--- src/rtl/keypad_scanner.sv ---
// keypad_scanner: 4x4 hex keypad column scanner with per-scan debounce.
// Drives one column low per slot, accumulates the synchronized rows over a
// full scan, classifies the scan, and debounces press/release across scans.
// Accepted keys pulse key_valid and shift into a 4-digit entry register.
module keypad_scanner #(
  parameter int SCAN_DIV       = 100000,
  parameter int DEBOUNCE_SCANS = 8
) (
  input  logic        clk,
  input  logic        rst_n,
  input  logic [3:0]  row,
  output logic [3:0]  col,
  input  logic        clr,
  output logic        key_valid,
  output logic [3:0]  key_code,
  output logic        key_held,
  output logic [15:0] digits
);

  localparam int            CW        = (SCAN_DIV > 1) ? $clog2(SCAN_DIV) : 1;
  localparam logic [CW-1:0] SLOT_LAST = CW'(SCAN_DIV - 1);
  localparam logic [7:0]    DEB       = 8'(DEBOUNCE_SCANS);

  // Hex code per intersection, indexed by row*4 + column.
  localparam logic [3:0] KEY_MAP [16] = '{
    4'h1, 4'h2, 4'h3, 4'hA,
    4'h4, 4'h5, 4'h6, 4'hB,
    4'h7, 4'h8, 4'h9, 4'hC,
    4'h0, 4'hF, 4'hE, 4'hD
  };

  typedef enum logic [1:0] {IDLE, PRESS_WAIT, HELD, RELEASE_WAIT} state_t;
  typedef enum logic [1:0] {SCAN_NONE, SCAN_ONE, SCAN_MULTI} scan_t;

  logic [3:0]    row_meta, row_sync;
  logic [CW-1:0] slot_q;
  logic [1:0]    col_idx;
  logic [15:0]   acc_q, acc_now;
  logic          slot_last, scan_end;
  logic [1:0]    hit_cnt;
  logic [3:0]    hit_code;
  scan_t         scan_class;

  state_t        state_q, state_d;
  logic [7:0]    cnt_q, cnt_d, cnt_inc;
  logic [3:0]    cand_q, cand_d;
  logic          accept;

  logic          key_valid_q;
  logic [3:0]    key_code_q;
  logic [15:0]   digits_q;

  assign slot_last = (slot_q == SLOT_LAST);
  assign scan_end  = slot_last && (col_idx == 2'd3);
  assign cnt_inc   = cnt_q + 8'd1;

  // Two-flop synchronizer for the asynchronous row inputs (idle = all high).
  always_ff @(posedge clk or negedge rst_n) begin
    if (!rst_n) begin
      row_meta <= '1;
      row_sync <= '1;
    end else begin
      row_meta <= row;
      row_sync <= row_meta;
    end
  end

  // One-cold column drive from the current column index.
  always_comb begin
    col = ~(4'b0001 << col_idx);
  end

  // Merge the current column's pressed rows into the scan accumulator.
  always_comb begin
    acc_now = acc_q;
    for (int unsigned c = 0; c < 4; c++) begin
      if (col_idx == 2'(c)) begin
        for (int unsigned r = 0; r < 4; r++) begin
          if (!row_sync[r]) acc_now[4*r + c] = 1'b1;
        end
      end
    end
  end

  // Classify a full scan: count intersections (saturating at 2) and pick the code.
  always_comb begin
    hit_cnt  = 2'd0;
    hit_code = 4'h0;
    for (int unsigned i = 0; i < 16; i++) begin
      if (acc_now[i]) begin
        if (hit_cnt != 2'd2) hit_cnt = hit_cnt + 2'd1;
        hit_code = KEY_MAP[i];
      end
    end
    case (hit_cnt)
      2'd0:    scan_class = SCAN_NONE;
      2'd1:    scan_class = SCAN_ONE;
      default: scan_class = SCAN_MULTI;
    endcase
  end

  // Slot counter, column index and per-scan accumulator.
  always_ff @(posedge clk or negedge rst_n) begin
    if (!rst_n) begin
      slot_q  <= '0;
      col_idx <= 2'd0;
      acc_q   <= '0;
    end else if (slot_last) begin
      slot_q  <= '0;
      col_idx <= col_idx + 2'd1;
      acc_q   <= scan_end ? '0 : acc_now;
    end else begin
      slot_q  <= slot_q + CW'(1);
    end
  end

  // Debounce FSM state register.
  always_ff @(posedge clk or negedge rst_n) begin
    if (!rst_n) begin
      state_q <= IDLE;
      cnt_q   <= '0;
      cand_q  <= '0;
    end else begin
      state_q <= state_d;
      cnt_q   <= cnt_d;
      cand_q  <= cand_d;
    end
  end

  // Debounce FSM next state, evaluated only when a scan completes.
  always_comb begin
    state_d = state_q;
    cnt_d   = cnt_q;
    cand_d  = cand_q;
    accept  = 1'b0;
    if (scan_end) begin
      case (state_q)
        IDLE: begin
          if (scan_class == SCAN_ONE) begin
            cand_d = hit_code;
            cnt_d  = 8'd1;
            if (DEB <= 8'd1) begin
              accept  = 1'b1;
              state_d = HELD;
            end else begin
              state_d = PRESS_WAIT;
            end
          end
        end
        PRESS_WAIT: begin
          if (scan_class == SCAN_ONE && hit_code == cand_q) begin
            cnt_d = cnt_inc;
            if (cnt_inc == DEB) begin
              accept  = 1'b1;
              state_d = HELD;
            end
          end else begin
            state_d = IDLE;
          end
        end
        HELD: begin
          if (scan_class == SCAN_NONE) begin
            cnt_d   = 8'd1;
            state_d = (DEB <= 8'd1) ? IDLE : RELEASE_WAIT;
          end
        end
        RELEASE_WAIT: begin
          if (scan_class == SCAN_NONE) begin
            cnt_d = cnt_inc;
            if (cnt_inc == DEB) state_d = IDLE;
          end else begin
            state_d = HELD;
          end
        end
        default: state_d = IDLE;
      endcase
    end
  end

  // Accept outputs and entry register; clr overrides the shift into digits.
  always_ff @(posedge clk or negedge rst_n) begin
    if (!rst_n) begin
      key_valid_q <= 1'b0;
      key_code_q  <= '0;
      digits_q    <= '0;
    end else begin
      key_valid_q <= accept;
      if (accept) key_code_q <= cand_d;
      if (clr)         digits_q <= '0;
      else if (accept) digits_q <= {digits_q[11:0], cand_d};
    end
  end

  assign key_valid = key_valid_q;
  assign key_code  = key_code_q;
  assign digits    = digits_q;
  assign key_held  = (state_q == HELD) || (state_q == RELEASE_WAIT);

endmodule
--- config.mk ---
export PLATFORM = sky130hd
export DESIGN_NAME = keypad_scanner
export DESIGN_NICKNAME = d
export VERILOG_FILES = /design/src/rtl/keypad_scanner.sv
export SDC_FILE = /design/constraint.sdc
export NUM_CORES = 1
export LEC_CHECK = 0
export ABC_AREA = 1
export ABC_CLOCK_PERIOD_IN_PS = 14700
export CORE_MARGIN = 2
export CORE_UTILIZATION = 51
export CTS_BUF_LIST = sky130_fd_sc_hd__clkbuf_2
export CTS_CLUSTER_SIZE = 30
export DETAILED_ROUTE_END_ITERATION = 16
export PLACE_DENSITY = 0.7
export SLEW_MARGIN = 25
export SYNTH_ARGS = -nofsm -noshare
export SYNTH_HDL_FRONTEND = slang
export SYNTH_SLANG_ARGS = --single-unit
--- constraint.sdc ---
create_clock -name clk -period 14.7 [get_ports clk]
set_input_delay 1.47 -clock clk [delete_from_list [all_inputs] [get_ports clk]]
set_output_delay 1.47 -clock clk [all_outputs]
set_load 0.005 [all_outputs]
==> results.md <==
- Buffer count from post-CTS setup fixing: 0
- Sequential Area: 1962 sq um
- Row count: 37
- Yosys top cell by area: dfrtp_1
- Placed cells: 945
- Root Buffer: clkbuf_2
- Number of global-route vias before repair: 4849
- Total global-route track usage: 21.53%
- Hold EP: row_sync[1]
- Vias per inst: 5.112
- Post-DRT Antenna Nets: 0
- RD Place Congestion: 0.8390
- Clk Latency, worst-skew pair: 550 ps
- Type of destination of the critical path: register
- Post-cts sizing count: 0
- Worst slew pin tran: 760.0 ps
- Vias post-DR: 4913
- Initial antenna violation count: 0
- Worst Path Max Fanout: 22
- Crit Path Class: reg2reg
- Remaining DRCs: 0
- Worst path arrival time: 6760 ps
- End-of-flow core utilization: 57.68%
- Most common cell on crit path: nand2_1
- Most frequent cells in the layout: 273 x nand2_1, 101 x nand3_1, 91 x inv_1
- Multi-input gate area: 2963 sq um
- I/O pin total: 33
- CP max stage cell: dfrtp_1
- Hpwl dp: 8357 um
- Hold slack: 370.1 ps
- Syn Inst Count: 791
- Grt total ovfl: 0
- Share of post-route cells with drive strength above 1: 12.97%
- Fmax: 0.1596 GHz
- WL final: 11200 um
- Worst EP required: 15190 ps
- Critical R2R Launch: col_idx[0]
- Core area: 10280 sq um
- Leak: 0.003136 uW
- CTS sink count: 78
- Capture point of the worst reg-to-reg path: digits[8]
- CTS H-tree depth: 3
- Worst vdd ir: 50.69 uV
- Crit-path max cell delay: 450 ps
- I/O Buffers: 32
- Initial Utilization: 52.51%
- Pre-antenna DRT Iters: 5
- HP Class: reg2reg
- Fillers: 1013
- Yosys reg bits: 78
- Setup TNS Final: 0 ps
- Syn_nets: 810
- Die area: 11420 sq um
- Clock transition at path regs: 200 ps
- Final setup fails: 0
- Crit path launch type: register
- NumNets Final: 839
- Synth area leaders: dfrtp_1 32%, nand2_1 19%, nand3_1 9.4%, inv_1 6.3%, nand2_2 3.9%
- Netlist Area Pre-Place: 5396 sq um
- CTS Buffer Depth: 2
- ANT cells: 0
- Slew headroom: 48.87%
- Synth top area share: 32.46%
- Yosys warns: 0
- Flop2flop setup slack: 8430 ps
- Register area share after synthesis: 36.36%
- Period minus WS final: 6267 ps
- Final max-slew violation count: 0
- Finished Layout Cells: 961
- Leading cell type in the layout, fill and taps excluded: nand2_1
- Largest net degree at the start of global routing: 79
- Post-CTS Hold Fix Bufs: 0
- Synthesized area per cell: 6.822 sq um
- Pwr/cell area: 65.04 nW/um^2
- Fin. Hold Viols: 0
- First-pass GRT wire length: 20250 um
- Final setup skew: 33.77 ps
- Yosys cell types: 44
- Reg2reg path depth: 47
- RSZ-0062 raised after global routing: no
- Status: finished, final reports clean
- Die Height: 106.9 um
- Max Cap Viol: 0
- Tcrit/Tclk final: 42.63%
- WL per Instance: 11.65 um
- Hold_sp: row_meta[1]
- CTS tree: done
- P&R area growth vs syn: 9.854%
- Cell Area, Placed: 5813 sq um
- Hold Crit Depth: 0
- TritonCTS buffer count: 9
- Initial DRC Count: 254
- Final Instance Area: 5928 sq um
- Die W: 106.9 um
synthesized netlist by cell type, drive strengths merged:
cell type	number
nand2	313
nand3	106
inv	102
dfrtp	70
nor2	58
a21oi	34
o21ai	20
ha	12
nand4	10
xor2	9
clkbuf	8
dfstp	8
buf	7
nor3	5
nor4	5
xnor2	5
or2	4
a211oi	3
a31oi	2
clkinv	2
nand3b	2
a21boi	1
a311oi	1
o211ai	1
o21a	1
o311ai	1
or4	1
cell families after synthesis:
family                   Yosys count  synth area share, %
adder cells (fa/ha/maj)           12                2.782
AO/OA/AOI/OAI                     64                7.304
AND/OR/NAND/NOR                  504                42.41
flip-flops                        78                36.36
XOR/XNOR                          14                2.411
buffers and inverters            119                8.741
critical path, delay by kind of cell, from the launching register on:
family	cells	cell delay (ps)
AOI/OAI and AO/OA	2	440
adders and majority gates	3	950
xor gates and xnor gates	1	230
DFF	1	450
buffers and inverters	4	320
and+or+nand+nor	37	3840
worst max path at each step:
stage	startpoint	to	slack, ps
3_5_place_dp	col_idx[0]	digits[6]	8490
6_report	col_idx[0]	digits[8]	8430
3_3_place_gp	col_idx[0]	digits[11]	8620
2_1_floorplan	col_idx[1]	cnt_q[6]	9440
5_1_grt	col_idx[0]	digits[5]	7700
4_1_cts	col_idx[0]	digits[6]	8440
per-stage QoR:
stage	total power (uW)	setup WS [ps]
after CTS	389.3	8443
after detailed placement	272.0	8495
after floorplan	259.1	9438
final	385.6	8433
after global routing	404.7	7697
after global placement	270.9	8615
sequential cells by signal, summed over array words and instances, names as in the netlist:
| name | count |
|---|---|
| acc_q | 16 |
| cand_q | 4 |
| cnt_q | 8 |
| col_idx | 2 |
| digits | 16 |
| key_code | 4 |
| key_valid | 1 |
| row_meta | 4 |
| row_sync | 4 |
| slot_q | 17 |
| state_q | 2 |
power breakdown:
group | internal, uW | switching [uW]
sequential | 217 | 0.361
combinational | 15.4 | 35.9
clock | 42.4 | 74.6
total | 275 | 111
routing by layer:
layer / GRT usage [%] / vias to the layer above / wire, um
met3: 2.492 / 20 / 300
li1: - / 2558 / -
met4: 9.462 / 0 / 250
met2: 36.62 / 90 / 5228
met1: 27.66 / 2245 / 5420
met5: 0 / - / 0
layout make-up:
type	instances	share of cell area (%)
sequential	78	33.09
tap	136	2.870
multi-input combinational	594	49.98
timing repair buffer	33	5.551
clock inverter	3	0.7809
inverter	104	6.627
clock buffer	13	1.098
No activity file was read; power rests on OpenSTA's default activity.
